### src/rtl/counter_pkg.sv
// -----------------------------------------------------------------------------
// counter_pkg
// Shared definitions for the loadable up- and down-counters.
//   state_t       : two-state controller encoding (IDLE / COUNT)
//   DEFAULT_WIDTH : default counter width used by both counters
// -----------------------------------------------------------------------------
package counter_pkg;

  localparam int DEFAULT_WIDTH = 4;

  typedef enum logic {
    ST_IDLE  = 1'b0,
    ST_COUNT = 1'b1
  } state_t;

endpackage : counter_pkg

### src/rtl/sync_loadable_down_counter.sv
// -----------------------------------------------------------------------------
// sync_loadable_down_counter
// Loadable down-counter / interval timer. A load captures the start value into
// both the count and the reload register. While counting, each enabled cycle
// decrements the count. When the count steps off 1 a one-cycle terminal-count
// pulse is raised. The counter then either reloads (periodic tick) or stops at
// zero and returns to idle.
//
// Ports
//   clk          : system clock, all state changes on the rising edge
//   rst          : synchronous active-high reset (overrides load and en)
//   load         : capture din into count and reload register
//   din          : start / reload value
//   en           : count enable, only honoured while counting
//   auto_reload  : at terminal count, 1 = reload from reload register, 0 = stop
//   dout         : current count (registered)
//   busy         : high while counting (registered)
//   tc           : terminal-count pulse, one cycle (registered)
// -----------------------------------------------------------------------------
module sync_loadable_down_counter
  import counter_pkg::*;
#(
  parameter int WIDTH = DEFAULT_WIDTH
) (
  input  logic             clk,
  input  logic             rst,
  input  logic             load,
  input  logic [WIDTH-1:0] din,
  input  logic             en,
  input  logic             auto_reload,
  output logic [WIDTH-1:0] dout,
  output logic             busy,
  output logic             tc
);

  localparam logic [WIDTH-1:0] ZERO = '0;
  localparam logic [WIDTH-1:0] ONE  = {{(WIDTH-1){1'b0}}, 1'b1};

  state_t           r_state;
  logic [WIDTH-1:0] r_count;
  logic [WIDTH-1:0] r_reload;
  logic             r_tc;
  logic             r_busy;

  state_t           w_state_next;
  logic [WIDTH-1:0] w_count_next;
  logic [WIDTH-1:0] w_reload_next;
  logic             w_tc_next;

  // State register and datapath registers.
  always_ff @(posedge clk) begin
    if (rst) begin
      r_state  <= ST_IDLE;
      r_count  <= ZERO;
      r_reload <= ZERO;
      r_tc     <= 1'b0;
      r_busy   <= 1'b0;
    end else begin
      r_state  <= w_state_next;
      r_count  <= w_count_next;
      r_reload <= w_reload_next;
      r_tc     <= w_tc_next;
      // busy tracks the state it is registered alongside.
      r_busy   <= (w_state_next == ST_COUNT);
    end
  end

  // Next-state and datapath logic. Load takes priority over counting.
  always_comb begin
    w_state_next  = r_state;
    w_count_next  = r_count;
    w_reload_next = r_reload;
    w_tc_next     = 1'b0;

    if (load) begin
      w_count_next  = din;
      w_reload_next = din;
      // A zero start value has nothing to count, so it never enters COUNT.
      w_state_next  = (din != ZERO) ? ST_COUNT : ST_IDLE;
    end else if ((r_state == ST_COUNT) && en) begin
      if (r_count == ONE) begin
        w_tc_next = 1'b1;
        if (auto_reload) begin
          w_count_next = r_reload;
        end else begin
          w_count_next = ZERO;
          w_state_next = ST_IDLE;
        end
      end else if (r_count == ZERO) begin
        // Unreachable in normal operation; park safely rather than wrap.
        w_state_next = ST_IDLE;
      end else begin
        w_count_next = r_count - ONE;
      end
    end
  end

  assign dout = r_count;
  assign busy = r_busy;
  assign tc   = r_tc;

endmodule : sync_loadable_down_counter

### config.mk
export PLATFORM = sky130hd
export DESIGN_NAME = sync_loadable_down_counter
export DESIGN_NICKNAME = d
export VERILOG_FILES = /design/src/rtl/counter_pkg.sv /design/src/rtl/sync_loadable_down_counter.sv
export SDC_FILE = /design/constraint.sdc
export NUM_CORES = 1
export LEC_CHECK = 0
export ABC_AREA = 1
export CORE_MARGIN = 10
export CORE_UTILIZATION = 47
export CTS_BUF_LIST = sky130_fd_sc_hd__clkbuf_16
export CTS_CLUSTER_DIAMETER = 60
export DETAILED_ROUTE_END_ITERATION = 16
export PLACE_DENSITY = 0.73
export SLEW_MARGIN = 20
export SYNTH_ARGS = -nofsm -noshare
export SYNTH_HDL_FRONTEND = slang
export SYNTH_SLANG_ARGS = --single-unit
### constraint.sdc
create_clock -name clk -period 1.6 [get_ports clk]
set_input_delay 0.16 -clock clk [delete_from_list [all_inputs] [get_ports clk]]
set_output_delay 0.16 -clock clk [all_outputs]
set_load 0.02 [all_outputs]
==> summary.txt <==
Routing
  – DRC errors left: 0
  – Via-to-Cell Ratio: 5.09
  – Antenna viol nets, final: 0
  – DRT met1 WL: 646 µm
  – Via count: 646
  – Drt pass-1 iters: 4
  – Routed wire length: 1570 µm
  – Starting DRT DRC Count: 15
  – DR top layer: met4
  – Metal2 WL: 757 µm
  – Met3 Wirelength: 128 µm
  – Average wire per standard cell: 12.3 µm

Yosys
  – Synth top area share: 0.319
  – Register area share after synthesis: 0.319
  – Post-synth EDFFs: 0
  – Post-synthesis register bit count: 10
  – Synth cell types: 19
  – Synth top area cells: dfxtp_1, nand2_1, inv_1, nor2_1, ha_1
  – Cell count after synthesis: 94
  – Ys Warns: 0
  – Count leader, synth: nand2_1
  – Ys flop type: dfxtp_1
  – Syn_area_per_cell: 6.68 µm²
  – Syn Nets: 106
  – Cell taking the most area after synthesis: dfxtp_1
  – Fraction of registers with async set/reset: 0
  – Mapped Area: 628 µm²
  – Synth top cells by count: nand2_1, inv_1, nor2_1

Global route
  – Via count of the first global-routing pass: 642
  – Largest net degree at the start of global routing: 9
  – GR Util All Layers: 0.111
  – GRT overflow: 0
  – First-pass GRT wire length: 2810 µm
  – Number of antenna violations at the first check in global routing: 0

Clock tree
  – Clock Latency Late Sink: 240 ps
  – Clock Path Buffers: 2
  – Setup Buffers After CTS: 0
  – TritonCTS clock tree: done
  – CTS-repair resized insts: 0
  – Clock transition at path regs: 40 ps
  – H-tree levels: 1
  – Clock Sinks: 10
  – CTS buffer count: 3
  – Root Driver: clkbuf_16
  – Hold Buf Count CTS: 0

Worst setup path
  – Critical Path AT: 1290 ps
  – R2r endpoint: dout[3]
  – Worst Path Max Fanout: 4
  – CP cell instances: clkdlybuf4s50_1
  – Slowest-stage cell, CP: clkdlybuf4s50_1
  – FF-to-FF Start: dout[1]
  – Startpoint types: flop
  – WP data required: 1440 ps
  – Levels on crit path: 1
  – R2r setup slk: 230 ps
  – Worst path top cell family by delay: buffers and inverters
  – Critical path buffer and inverter count: 1
  – Crit Path Class: reg -> out
  – Worst setup EP type: primary output
  – Slowest stage delay, CP: 640 ps
  – Worst Reg-to-Reg Cells: 7

STA
  – Setup TNS: 0 ps
  – RSZ-0062 raised after global routing: false
  – Fmax: 689 MHz
  – Setup violators final: 0
  – Slew headroom: 0.849
  – Fin. Hold Viols: 0
  – Crit share post-route: 0.907
  – Worst-margin pin slew: 227 ps
  – Final worst slack: 149 ps
  – Fin. max-slew vios: 0
  – Tmin final: 1450 ps
  – Worst hold slack: 467 ps
  – Clk_skew: 2.55 ps

Placement
  – DP HPWL: 1220 µm
  – Port bufs: 14
  – Worst slack, placed: 171 ps
  – Placer Congestion: 0.895

Final layout
  – Layout Utilization: 0.679
  – Share of post-route cells with drive strength above 1: 0.152
  – Nets: 126
  – P&R area growth vs syn: 38.8%
  – # diodes: 0

Power
  – Switching Share: 0.290
  – Clock share of power: 0.428
  – Psw: 0.000294 W
  – Power Density: 1160 nW/µm²
  – Cell-internal power: 0.000719 W
  – Pleak: 0.404 nW
  – Design Power: 0.00101 W
  – Maximum vdd drop: 686 µV
  – Sequential power share: 0.290
  – Comb pwr share: 0.282

Hold path
  – Hold Startpoint: r_reload[0]
  – Hold Crit Endpoint: r_reload[0]
  – Hold Path Class: reg -> reg
  – WHS Path Cells: 2

Run
  – Total of max-cap violations: 0

Floorplan
  – Io pins: 15
  – Initial cell density of the core: 0.489
  – Total die area: 3200 µm²
  – Die height: 56.6 µm
  – Die X: 56.6 µm
  – CORE AREA: 1280 µm²
  – Cell row count: 13

Status
  – Outcome: completed
==> state kept, by name, indices dropped and copies added, names as in the netlist <==
register  count
r_reload      4
dout          4
tc            1
busy          1
==> final cells by class <==
| cell class | instances | area, µm² |
|---|---|---|
| Clock buffer | 3 | 75.1 |
| Inverter | 15 | 56.3 |
| Multi-Input combinational cell | 68 | 367 |
| Tap cell | 15 | 18.8 |
| Sequential cell | 10 | 200 |
| Timing Repair Buffer | 16 | 155 |
| Fill cell | 118 | 413 |
==> power by group through the flow <==
stage                     registers [W]  logic (W)  clock network [W]
final                          0.000294   0.000286           0.000433
after global routing           0.000298   0.000325           0.000454
after CTS                      0.000294   0.000287           0.000446
after detailed placement       0.000298   0.000285                  0
after global placement         0.000297   0.000284                  0
after floorplan                0.000317   0.000173                  0
==> cells in the final DEF (no fill, tap or decap) <==
cell type,count
nand4_2,1
dfxtp_1,10
clkdlybuf4s50_1,14
nor3_1,1
ha_1,3
nand2_1,26
o21a_1,1
nand3_1,7
a21oi_2,1
inv_2,4
nor2_2,3
o22ai_1,3
nor2_4,1
nand2_4,2
buf_4,2
a21oi_1,2
nor2_1,11
inv_1,11
nand3b_1,2
nand4_1,4
clkbuf_16,3
==> stage by stage <==
stage / std cells / area, µm²
2_1_floorplan: 94 / 628
3_3_place_gp: 124 / 797
3_5_place_dp: 124 / 797
4_1_cts: 127 / 872
5_1_grt: 127 / 872
6_report: 127 / 872
==> worst max path at each step <==
stage	from	endpoint	slack, ps
after floorplan	dout[1]	dout[1]	210
final	dout[2]	dout[2]	150
after detailed placement	load	dout[3]	170
after global routing	dout[1]	dout[3]	70
after global placement	load	dout[3]	190
after CTS	dout[2]	dout[2]	130
==> per-layer routing <==
metal,vias to the layer above,global-route usage
li1,340,-
met1,280,0.111
met2,21,0.182
met3,5,0.0539
met4,0,0.0653
met5,-,0
==> kinds of logic (layout without fill, tap and decap cells) <==
family	Yosys count	after routing	synth area share
simple gates	58	58	0.452
buf+inv	16	34	0.0976
flops	10	10	0.319
compound gates	7	7	0.0717
fa+ha+maj	3	3	0.0598
Power figures use the tool's default switching activity.
==> RTL change 1 (same settings) <==
The package constant `DEFAULT_WIDTH` goes from 4 to 6.
--- a/src/rtl/counter_pkg.sv
+++ b/src/rtl/counter_pkg.sv
@@ -7,5 +7,5 @@
 package counter_pkg;
 
-  localparam int DEFAULT_WIDTH = 4;
+  localparam int DEFAULT_WIDTH = 6;
 
   typedef enum logic {
Ports: changed (resized din and dout); port bits go from 15 to 19. No check against the original RTL was run, so the function may have changed too.
==> RTL change 1 against the original RTL <==
  * Sequential cell count is 4 higher
  * Register-to-register slack got worse by 0.06 ns
  * Wire length is 36% higher
  * Largest cell class unchanged
  * Synthesized cell count up 49%
  * Highest routed layer unchanged
  * Fmax decreased by 1.3%
  * First-iteration DRC count is 80% higher
  * Worst setup slack worse by 0.018 ns
  * Count of clock-buffer cells in the layout unchanged
  * Cell area rose by 38%
  * Area after synthesis is 45% higher
  * Power grew 33%
==> RTL change 1: results (changes against the original RTL) <==
- Routability cong.: 0.760 (-15%)
- Crit path largest cell delay: 0.65 ns
- Area contributors post-synth: dfxtp_1, nand2_1, nor2_1, nand3_1, inv_1
- DR pass1 iterations: 4 (unchanged)
- Sequential share of the synthesized area: 30.8% (-1.1 points)
- CTS max path bufs: 2 (unchanged)
- First-pass GRT wire length: 3810 um (+36%)
- Initial antenna violation count: 0 (unchanged)
- Final std cells w/o fill: 186 (+46%)
- Synth cell types: 23 (+4)
- Top FF cell, synth: dfxtp_1
- Synthesis Warnings: 0 (unchanged)
- Leak: 0.000582 uW (+44%)
- VDD IR max: 687 uV (about the same)
- WL/cell: 11.4 um (-7.3%)
- R2r startpoint: dout[1]
- Port Buffers: 18 (+4)
- Slowest CP cell: clkdlybuf4s50_1
- Cell count after synthesis: 140 (+49%)
- DRT iter0 DRCs: 27 (+12)
- Via Count: 906 (+40%)
- Status: complete, no violations
- HP Start: r_reload[2]
- Total Nets Final: 176 (+40%)
- Htree depth: 1 (unchanged)
- Asr flop ratio synth: 0% (unchanged)
- Worst min path class: register to register
- Post-CTS resize count: 0 (unchanged)
- Fillers: 161 (+36%)
- Syn nets: 153 (+44%)
- CP delay by family, top: buffers and inverters
- Clk_skew: 0.00238 ns (-0.000166 ns)
- Total track usage: 11.0% (-0.12 points)
- Top post-synthesis cells by count: nand2_1, nor2_1, inv_1, dfxtp_1, nand3_1
- Critical Path Source: dout[4]
- # Post-CTS Setup Buffers: 0 (unchanged)
- Post-place instance area: 1120 um^2 (+40%)
- Worst-path clk slew: 0.04 ns (about the same)
- Hpwl dp: 1670 um (+36%)
- Diode count: 0 (unchanged)
- Worst-Skew Late Latency: 0.24 ns (about the same)
- Worst slew pin tran: 0.420 ns (+0.193 ns)
- Crit path DAT: 1.31 ns (+0.02 ns)
- Max FO, Critical Path: 6 (+2)
- Total CTS buffers: 3 (unchanged)
- Pin count of the biggest net entering global routing: 18 (+9)
- Vias in the first global route: 901 (+40%)
- Clock root buffer: clkbuf_16
- Layout cells sized above 1: 14.3% (-0.89 points)
-- RTL change 1: metal layers --
metal  wire, um  global-route usage (%)  part of all wire (%)
met1        941                    13.0                    44
met3        154                    3.48                   7.3
met5          0                       0                     0
met2        978                    17.4                    46
met4         51                    5.74                   2.4
-- RTL change 1: layout make-up --
| cell class | instances | share of cell area [%] |
|---|---|---|
| inverter | 17 | 5.30 |
| clock buffer | 3 | 6.23 |
| timing repair buffer | 21 | 17.2 |
| multi-input combinational | 106 | 45.4 |
| tap | 25 | 2.60 |
| sequential | 14 | 23.3 |
-- RTL change 1: path summary, 6_finish.rpt --
path | cells past startpoint | slack, ns | to
hold / removal | 2 | 0.46 | r_reload[2]
setup reg to reg | 9 | 0.17 | dout[3]
setup / recovery | 1 | 0.13 | dout[4]
hold reg to reg | 2 | 0.46 | r_reload[2]
-- RTL change 1: through the flow --
| step | setup slack [ns] | TNS [ns] | utilization [%] | total power, uW |
|---|---|---|---|---|
| 4_1_cts | 0.00135 | 0 | 66.9 | 1360 |
| 3_5_place_dp | -0.00763 | -0.00834 | 62.7 | 893 |
| 6_report | 0.131 | 0 | 67.6 | 1350 |
| 5_1_grt | 0.00655 | 0 | 67.6 | 1440 |
| 2_1_floorplan | 0.0814 | 0 | - | 755 |
| 3_3_place_gp | 0.0528 | 0 | 62.7 | 887 |
-- RTL change 1: worst reg2reg max path, cell delays in order (launching register included) --
cell and delay [ns]:
dfxtp_1 0.31, inv_1 0.12, ha_1 0.24, nand2_2 0.09, nor2_4 0.12, nand3_2 0.10, nand2_4 0.17, nand2_1 0.07
nand2_1 0.07, a21oi_2 0.03
-- RTL change 1: cells by family after synthesis --
kind of cell	Yosys count	share of synthesized area (%)
xor gates and xnor gates	1	0.963
buffers and inverters	20	9.90
adders and majority gates	2	2.75
AOI/OAI and AO/OA	13	8.25
DFF	14	30.8
and+or+nand+nor	90	47.3
-- RTL change 1: power breakdown --
group	internal, uW	switching, uW	total, uW
clock	326	131	456
combinational	194	270	464
sequential	385	46.2	432
==> RTL change 2 (same settings) <==
Made on the original files. Make the reset (`rst`) asynchronous in one clocked block. Comments in the files are not updated.
--- a/src/rtl/sync_loadable_down_counter.sv
+++ b/src/rtl/sync_loadable_down_counter.sv
@@ -49,5 +49,5 @@
 
   // State register and datapath registers.
-  always_ff @(posedge clk) begin
+  always_ff @(posedge clk or posedge rst) begin
     if (rst) begin
       r_state  <= ST_IDLE;
Function: differs if rst is asserted again (counterexample within 4 cycles, from zero or initial values and one cycle with rst high); with rst held inactive, the same outputs for 10 cycles.
==> RTL change 2 against the original RTL <==
  * Critical path depth unchanged
  * Largest cell class unchanged
  * Sequential cell count stayed put
  * Sequential power grew 27%
  * Hold slack lost 0.27 ns
  * Cell area grew 0.14%
  * Fmax shrank 2.8%
  * Die area grew 1.2%
  * Power is 32% higher
  * Combinational power up 80%
  * Worst setup slack got worse by 0.041 ns
  * Wire length fell by 5.2%
  * Area after synthesis increased by 1.8%
  * Clock skew is 0.00094 ns higher
==> RTL change 2: results (changes against the original RTL) <==
- Status: complete, no violations
- Total track usage: 9.84% (-1.3 points)
- Vias in the first global route: 574 (-11%)
- Comb pwr share: 38.4% (+10 points)
- Reg-to-reg setup timing slack: 0.19 ns (-0.04 ns)
- First-pass GRT wire length: 2530 um (-10%)
- Asr flop ratio synth: 100% (+100 points)
- R2r startpoint: dout[1]
- M1 WL: 673 um (+4.2%)
- Syn nets: 101 (-4.7%)
- Pin count of the biggest net entering global routing: 13 (+4)
- Clk_skew: 0.00349 ns (+0.000937 ns)
- Max FO, Critical Path: 6 (+2)
- Area contributors post-synth: dfrtp_1, nand2_1, nand3_1, ha_1, inv_1
- Worst min path class: primary input to async pin
- Hpwl dp: 1160 um (-5.2%)
- WL/cell: 12.2 um (-1.3%)
- Reg2Reg Depth: 8 (+1)
- Met3 routed WL: 74 um (-42%)
- Worst slew margin: 74.6% (-10 points)
- Routability cong.: 0.782 (-13%)
- VDD IR max: 954 uV (+39%)
- Post-place instance area: 795 um^2 (-0.31%)
- Crit path DAT: 1.33 ns (+0.04 ns)
- Sequential share of the synthesized area: 39.1% (+7.3 points)
- Via Count: 603 (-6.7%)
- DRT iter0 DRCs: 10 (-5)
- Synth cell types: 17 (-2)
- Met2 Routed Length: 719 um (-5.0%)
[RTL change 2: cells by family (layout without fill, tap and decap cells)]
family	count (synthesis)	count (layout)	share of synthesized area, %
AO/OA/AOI/OAI	2	2	2.54
flip-flops	10	10	39.1
AND/OR/NAND/NOR	62	62	44.2
adder cells (fa/ha/maj)	3	3	5.87
buffers and inverters	12	30	8.22
[RTL change 2: how the worst min path moves through the flow]
stage | start | endpoint | slack (ns) | cells after the start
2_1_floorplan | rst | busy | 0.0002 | 1
3_3_place_gp | rst | dout[0] | 0.46 | 2
3_5_place_dp | rst | r_reload[0] | 0.46 | 2
4_1_cts | rst | r_reload[1] | 0.21 | 2
5_1_grt | rst | dout[0] | 0.24 | 2
6_report | rst | r_reload[1] | 0.20 | 2
[RTL change 2: cell type report]
| class | instances | area (um^2) | area share, % |
|---|---|---|---|
| clock buffers | 3 | 75.1 | 8.60 |
| inverters | 11 | 41.3 | 4.73 |
| repair buffers | 15 | 148 | 16.9 |
| clock inverters | 1 | 3.75 | 0.430 |
| flip-flops and latches | 10 | 250 | 28.7 |
| well taps | 15 | 18.8 | 2.15 |
| multi-input cells | 67 | 337 | 38.5 |
[RTL change 2: through the flow]
step	power [uW]	hold slack (ns)	worst slack (ns)	cells	utilization (%)
finish	1340	0.195	0.108	122	68.0
detailed placement	893	0.462	0.217	118	61.8
CTS	1350	0.208	0.0841	122	68.0
global route	1430	0.238	0.0196	122	68.0
floorplan	708	0.000178	0.185	89	-
global placement	883	0.458	0.242	118	61.8
[RTL change 2: routing by layer]
metal  vias to the layer above  global-route usage, %
met5                         -                      0
met4                         0                   6.04
met3                         4                   4.49
met2                        10                   15.5
met1                       275                   10.4
li1                        314                      -
